**src/rtl/input_fifo_credit.sv**
```systemverilog
// Per-input flit buffer for a credit-based router: FWFT head flit toward the crossbar,
// one pop per allocator grant, and one registered credit pulse returned upstream per pop.
module input_fifo_credit #(
  parameter int DATA_WIDTH = 32,
  parameter int DEPTH      = 4
) (
  input  logic                  clk,
  input  logic                  reset,
  input  logic [DATA_WIDTH-1:0] RX,
  input  logic                  valid_in,
  input  logic                  read_en_N,
  input  logic                  read_en_E,
  input  logic                  read_en_W,
  input  logic                  read_en_S,
  input  logic                  read_en_L,
  output logic [DATA_WIDTH-1:0] Data_out,
  output logic                  empty,
  output logic                  full,
  output logic                  credit_out,
  output logic                  overflow_err
);

  localparam int PTR_W = $clog2(DEPTH);
  localparam int CNT_W = PTR_W + 1;
  localparam logic [CNT_W-1:0] FULL_CNT = CNT_W'(DEPTH);

  logic [DATA_WIDTH-1:0] mem_q [DEPTH];
  logic [PTR_W-1:0]      rd_ptr_q, rd_ptr_d;
  logic [PTR_W-1:0]      wr_ptr_q, wr_ptr_d;
  logic [CNT_W-1:0]      count_q, count_d;
  logic                  credit_q;
  logic                  overflow_q;

  logic rd_req;
  logic do_read;
  logic do_write;

  // Several grants aimed at this input in one cycle still pop only one flit.
  assign rd_req   = read_en_N | read_en_E | read_en_W | read_en_S | read_en_L;
  assign empty    = (count_q == '0);
  assign full     = (count_q == FULL_CNT);
  assign do_read  = rd_req & ~empty;
  assign do_write = valid_in & ~full;

  assign Data_out     = mem_q[rd_ptr_q];
  assign credit_out   = credit_q;
  assign overflow_err = overflow_q;

  // NOTE: every variable gets a default first so no path leaves it unassigned (no latch).
  always_comb begin
    rd_ptr_d = rd_ptr_q;
    wr_ptr_d = wr_ptr_q;
    count_d  = count_q;
    if (do_read)  rd_ptr_d = rd_ptr_q + PTR_W'(1);
    if (do_write) wr_ptr_d = wr_ptr_q + PTR_W'(1);
    case ({do_write, do_read})
      2'b10:   count_d = count_q + CNT_W'(1);
      2'b01:   count_d = count_q - CNT_W'(1);
      default: count_d = count_q;
    endcase
  end

  // NOTE: sequential state uses non-blocking assignments so all registers see pre-edge values.
  always_ff @(posedge clk) begin
    if (!reset) begin
      rd_ptr_q   <= '0;
      wr_ptr_q   <= '0;
      count_q    <= '0;
      credit_q   <= 1'b0;
      overflow_q <= 1'b0;
    end else begin
      rd_ptr_q <= rd_ptr_d;
      wr_ptr_q <= wr_ptr_d;
      count_q  <= count_d;
      credit_q <= do_read;
      if (valid_in && full) overflow_q <= 1'b1;
    end
  end

  // NOTE: storage is deliberately not reset; empty qualifies Data_out, so stale slots are harmless.
  always_ff @(posedge clk) begin
    if (do_write) mem_q[wr_ptr_q] <= RX;
  end

endmodule

```
**config.mk**
```make
export PLATFORM = sky130hd
export DESIGN_NAME = input_fifo_credit
export DESIGN_NICKNAME = d
export VERILOG_FILES = /design/src/rtl/input_fifo_credit.sv
export SDC_FILE = /design/constraint.sdc
export NUM_CORES = 1
export LEC_CHECK = 0
export CAP_MARGIN = 40
export CORE_MARGIN = 1
export CORE_UTILIZATION = 45
export DETAILED_ROUTE_END_ITERATION = 6
export PLACE_DENSITY_LB_ADDON = 0.25
export SLEW_MARGIN = 20
export SYNTH_ARGS = -nofsm -noshare
export SYNTH_HDL_FRONTEND = slang
export SYNTH_SLANG_ARGS = --single-unit
```
**constraint.sdc**
```tcl
create_clock -name clk -period 3.8 [get_ports clk]
set_input_delay 0.76 -clock clk [delete_from_list [all_inputs] [get_ports clk]]
set_output_delay 0.76 -clock clk [all_outputs]
set_load 0.01 [all_outputs]
```
==> results_dict.tcl <==
set metrics [dict create \
    syn_area_sq_um 5214 \
    root_buffer "clkbuf_16" \
    dr.first_iter.drc_count 107 \
    wl_per_cell_um 18.08 \
    die_area_sq_um 12020 \
    dp_slack_ns 0.6967 \
    syn_inst 231 \
    drive_gt1_frac 0.2315 \
    reg2reg_slack_ns 1.29 \
    numCtsBuffers 17 \
    die_height_um 109.6 \
    cts-resized-gates 0 \
    slowest_stage "mux4_2" \
    clkTransAtPathRegs_ns 0.06 \
    hp-class "reg -> reg" \
    grt_remaining_overflow 0 \
    crit_family "buffers and inverters" \
    path_max_fanout 25 \
    dr.pass1.iters 4 \
    gp_congestion 0.7474 \
    drc 0 \
    core_area_sq_um 11080 \
    synthDistinctLibCells 27 \
    diodes 0 \
    fin_util 0.6124 \
    syn-num-nets 277 \
    yosys_warnings 0 \
    cts_buffer_depth 2 \
    rows 38 \
    setup_viol_count_final 0 \
    ys_seq_elements 139 \
    ios 76 \
    start_util 0.4706 \
    async_flop_share 0 \
    viasPerCell 5.153 \
    peakVddDrop_mv 0.3318 \
    rsz0062_at_grt "false" \
    grt_max_degree 26 \
    powerDensity_nw_per_um2 712.0 \
    cts_htree_levels 4 \
    p_leak_uw 0.002252 \
    die_x_um 109.6 \
    synth_edf_count 128 \
    synth.area.top_cells "edfxtp_1 74%, mux4_2 14%, dfxtp_1 4.2%" \
    antenna_found_initial 0 \
    fmax_mhz 332.4 \
    reg2reg_from "count_q[2]" \
    io_buffer_count 75 \
    ctsHoldBuffers 0 \
    p_sw_frac 0.2505 \
    crit_arrival_ns 2.25 \
    worstPathCellList "buf_12 > mux4_2 > clkdlybuf4s50_1" \
    finalSetupTns_ns 0 \
    slew_headroom 0.6499 \
    status "finished, final reports clean" \
    area_delta_synth_final_pct 30.12 \
    hold_path_depth 2 \
    seq_area_frac_synth 0.7795 \
    grt_pass1_vias 2535 \
    post-cts-setup-buffer-count 0 \
    period_needed_ns 3.009 \
    synth_top_cells_by_count "128 x edfxtp_1, 32 x mux4_2, 11 x dfxtp_1" \
    required_ns 3.04 \
    finalWirelength_um 8626 \
    dpl-instance-area_sq_um 6203 \
    grt_pass1_wl_um 12970 \
    clockPowerShare 0.331 \
    period_share 0.7918 \
    hold_path_end "overflow_err" \
    max_slew.worst_pin.slew_ns 0.5252 \
    crit_buf_inv 2 \
    p_sw_uw 1210 \
    yosysTopAreaCell "edfxtp_1" \
    synth_area_per_cell_sq_um 22.57 \
    antenna_left 0 \
    seqPwrFrac 0.397 \
    max_stage_delay_ns 0.54 \
    cts_tree "done" \
    stdcell_area_sq_um 6784 \
    clock_skew_ns 0.01460 \
    path_class "reg -> out" \
    num_vias 2458 \
    netlist.area_leader.share 0.7372 \
    drv_slew 0 \
    hold_viol_final 0 \
    nets 371 \
    cp-end-kind "output port" \
    dpl.hpwl_um 5533 \
    internal_power_uw 3621 \
    holdCritStartpoint "overflow_err" \
    clk_latency_ns 0.41 \
    fin_ws_ns 0.7913 \
    start_kind "flip-flop" \
    grtUsageTotal 0.1573 \
    rr_worst_depth 10 \
    cts.sinks 139 \
    synth_flop_cell "edfxtp_1" \
    cap_viol_max_count 0 \
    synth.most_common_cell "edfxtp_1" \
    p_comb_frac 0.272 \
    r2r-end "count_q[2]" \
]
==> per-layer routing <==
metal / track usage / vias to the layer above / part of all wire
met3: 0.04683 / 10 / 0.049
met1: 0.1887 / 1247 / 0.44
li1: - / 1140 / -
met2: 0.2642 / 61 / 0.51
met4: 0.06857 / 0 / 0.0080
met5: 0 / - / 0
==> power groups by stage <==
stage,sequential [uW],combinational [uW],clock (uW)
3_5_place_dp,1950,1330,0
4_1_cts,1920,1340,1630
6_report,1920,1310,1600
3_3_place_gp,1950,1300,0
5_1_grt,1940,1420,1700
2_1_floorplan,1900,799,0
==> how the worst max path moves through the flow <==
stage / startpoint / end / slack, ns / cells after the start
6_report: flip-flop / Data_out[22] / 0.79 / 3
5_1_grt: flip-flop / Data_out[22] / 0.63 / 3
4_1_cts: flip-flop / Data_out[23] / 0.71 / 3
3_5_place_dp: read_en_S / count_q[2] / 0.70 / 9
3_3_place_gp: read_en_S / count_q[2] / 0.78 / 9
2_1_floorplan: read_en_N / count_q[2] / 1.31 / 8
==> worst reg2reg max path: stages (launching register included) <==
cell and delay (ns):
dfxtp_1 0.38, or3b_1 0.54, clkinv_8 0.11, nor2_1 0.04, inv_1 0.05, ha_1 0.17
inv_1 0.06, fa_1 0.37, xor2_1 0.16, or3_2 0.42, a21oi_1 0.15
==> stage by stage <==
stage               hold WS [ns]  power [uW]  instances
finish                    0.4669        4831        477
global route              0.5006        5066        477
CTS                       0.4730        4900        477
detailed placement        0.4590        3285        446
global placement          0.4500        3246        443
floorplan                 0.4451        2696        231
==> cell usage in the layout, fill, tap and decap left out, types with 3 or more instances in the layout <==
cell type / netlist / final
clkinv_2: 0 / 3
clkdlybuf4s50_1: 0 / 75
inv_1: 10 / 10
ha_1: 5 / 5
buf_4: 0 / 4
clkinv_1: 0 / 3
mux4_2: 32 / 32
bufinv_16: 0 / 3
edfxtp_1: 128 / 128
clkbuf_16: 0 / 17
nand2_1: 3 / 3
clkinv_4: 0 / 3
buf_16: 0 / 3
and3_2: 4 / 4
a21oi_1: 4 / 4
dfxtp_1: 11 / 9
nor2_1: 5 / 5
mux2i_1: 3 / 3
==> flip-flops by register name, indices dropped and copies added, names as in the netlist, named ones only <==
signal,count
credit_out,1
count_q,3
wr_ptr_q,2
mem_q,128
overflow_err,1
rd_ptr_q,2
==> layout make-up <==
cell class,count,area [sq um]
Inverter,11,53.80
Sequential cell,139,4066
Multi-Input combinational cell,73,1025
Timing Repair Buffer,83,883.3
Fill cell,824,4294
Clock buffer,18,429.2
Tap cell,140,175.2
Clock inverter,13,151.4
==> cells by family after synthesis <==
family,count (synthesis),share of synthesized area
multiplexers,35,0.1440
flip-flops,139,0.7795
buffers and inverters,19,0.02400
adder cells (fa/ha/maj),6,0.01584
AO/OA/AOI/OAI,10,0.01224
AND/OR/NAND/NOR,20,0.02112
XOR/XNOR,2,0.003360
Power figures use the tool's default switching activity.
==> RTL edit, RTL diff (same settings) <==
Add an input register stage for `RX`; this delays it by one clock. The other inputs are not delayed to match.
--- a/src/rtl/input_fifo_credit.sv
+++ b/src/rtl/input_fifo_credit.sv
@@ -23,6 +23,12 @@
   localparam int PTR_W = $clog2(DEPTH);
   localparam int CNT_W = PTR_W + 1;
   localparam logic [CNT_W-1:0] FULL_CNT = CNT_W'(DEPTH);
+
+  logic [DATA_WIDTH-1:0] RX_q;
+
+  always_ff @(posedge clk) begin
+    RX_q <= RX;
+  end
 
   logic [DATA_WIDTH-1:0] mem_q [DEPTH];
   logic [PTR_W-1:0]      rd_ptr_q, rd_ptr_d;
@@ -79,7 +85,7 @@
 
   // NOTE: storage is deliberately not reset; empty qualifies Data_out, so stale slots are harmless.
   always_ff @(posedge clk) begin
-    if (do_write) mem_q[wr_ptr_q] <= RX;
+    if (do_write) mem_q[wr_ptr_q] <= RX_q;
   end
 
 endmodule
Function: changed (Yosys sat finds a counterexample within 4 cycles, from zero or initial values and one cycle with reset low).
==> RTL edit against the original RTL <==
- sequential cell count rose by 32
- cell area rose by 10%
- area after synthesis rose by 12%
- total power rose by 9.7%
- worst setup slack got worse by 160 ps
- hold slack improved by 9.0 ps
- core utilization fell by 2.1 points
- wire length rose by 6.3%
==> RTL edit: results (changes against the original RTL) <==
\begin{tabular}{lr}
\hline
Metric & Value \\
\hline
\multicolumn{2}{l}{\textbf{Status}} \\
\quad Run status & complete, no violations \\
\multicolumn{2}{l}{\textbf{Placement}} \\
\quad DP Worst Slack & 740 ps (+43.7 ps) \\
\quad Count of placed standard cells including taps & 508 (+14\%) \\
\quad Routability congestion estimate from global placement & 0.658 (-12\%) \\
\multicolumn{2}{l}{\textbf{Yosys}} \\
\quad Mux contribution to synthesized area & 0.128 (-0.0157) \\
\quad Area share of fa/ha/maj cells after synthesis & 0.0141 (-0.00173) \\
\quad Cell types occupying the most area after synthesis & edfxtp\_1 66\%, dfxtp\_1 15\%, mux4\_2 12\% \\
\quad Net count of the mapped netlist & 309 (+12\%) \\
\quad Post-synthesis compound-gate area fraction & 0.0109 (-0.00134) \\
\quad Leading cell types by count after synthesis & 128 x edfxtp\_1, 43 x dfxtp\_1, 32 x mux4\_2, 10 x inv\_1 \\
\quad Synthesized netlist cell count & 263 (+14\%) \\
\quad Xor/xnor share of the synthesized area & 0.00299 (-0.000367) \\
\multicolumn{2}{l}{\textbf{Routing}} \\
\quad Number of DRC markers in iteration 0 & 181 (+69\%) \\
\quad Ratio of routed vias to standard cells & 4.89 (-5.2\%) \\
\multicolumn{2}{l}{\textbf{Worst setup path}} \\
\quad Reg-to-reg startpoint & count\_q[0] \\
\quad CP peak stage delay & 670 ps (+130 ps) \\
\quad Critical path peak fanout & 19 (-24\%) \\
\multicolumn{2}{l}{\textbf{Pwr}} \\
\quad Cell internal pwr & 4.01 mW (+11\%) \\
\quad Worst voltage drop across the vdd grid & 0.000385 V (+16\%) \\
\quad Leakage Power & 2.51 nW (+12\%) \\
\multicolumn{2}{l}{\textbf{Final layout}} \\
\quad Clock buffer count in the final layout & 22 (+4) \\
\quad Largest registers & mem\_q x128, RX\_q x32, count\_q x3 \\
\quad Final-layout clock-cell area share & 0.0795 (-0.00604) \\
\quad Final-layout non-clock buffer area share & 0.119 (-0.0109) \\
\quad Filler-free cell count of the finished design & 540 (+13\%) \\
\quad Layout filler cell count & 937 (+14\%) \\
\quad Buffer count excluding the clock tree in the final layout & 81 (-2.4\%) \\
\quad Multi-input combinational cell area & 0.00102 mm2 (-0.12\%) \\
\multicolumn{2}{l}{\textbf{Global routing}} \\
\quad First-pass GRT wire length & 14.4 mm (+11\%) \\
\quad Global-route usage over all layers & 0.155 (-0.00265) \\
\quad Vias in the first global route & 2776 (+9.5\%) \\
\quad Largest net degree at the start of global routing & 25 (-3.8\%) \\
\multicolumn{2}{l}{\textbf{Timing}} \\
\quad Hold slack final & 476 ps (+8.95 ps) \\
\hline
\end{tabular}
==> RTL edit: cell types whose count changed in the layout (fill, tap and decap cells not counted), moves of 2 or more <==
cell,delta
clkinv_1,-3
buf_4,-4
clkbuf_1,+3
clkinvlp_4,+2
buf_12,+2
dfxtp_1,+32
==> RTL edit: worst max-delay path by stage <==
stage / endpoint / slack [ps]
global placement: count_q[2] / 870
detailed placement: count_q[2] / 740
global route: Data_out[18] / 440
finish: Data_out[18] / 640
CTS: Data_out[18] / 530
floorplan: count_q[2] / 1420
==> RTL edit: metal layers <==
layer  global-route usage  share of wire  wire, um
met5                    0              0         0
met4               0.0615          0.012       106
met3               0.0575          0.041       375
met2                0.250           0.51      4700
met1                0.190           0.44      3990
==> RTL edit: stage by stage <==
step,total power [mW],cell area [um2]
4_1_cts,5.39,7490
2_1_floorplan,3.07,5850
5_1_grt,5.54,7490
6_report,5.30,7490
3_5_place_dp,3.68,6890
3_3_place_gp,3.61,6770
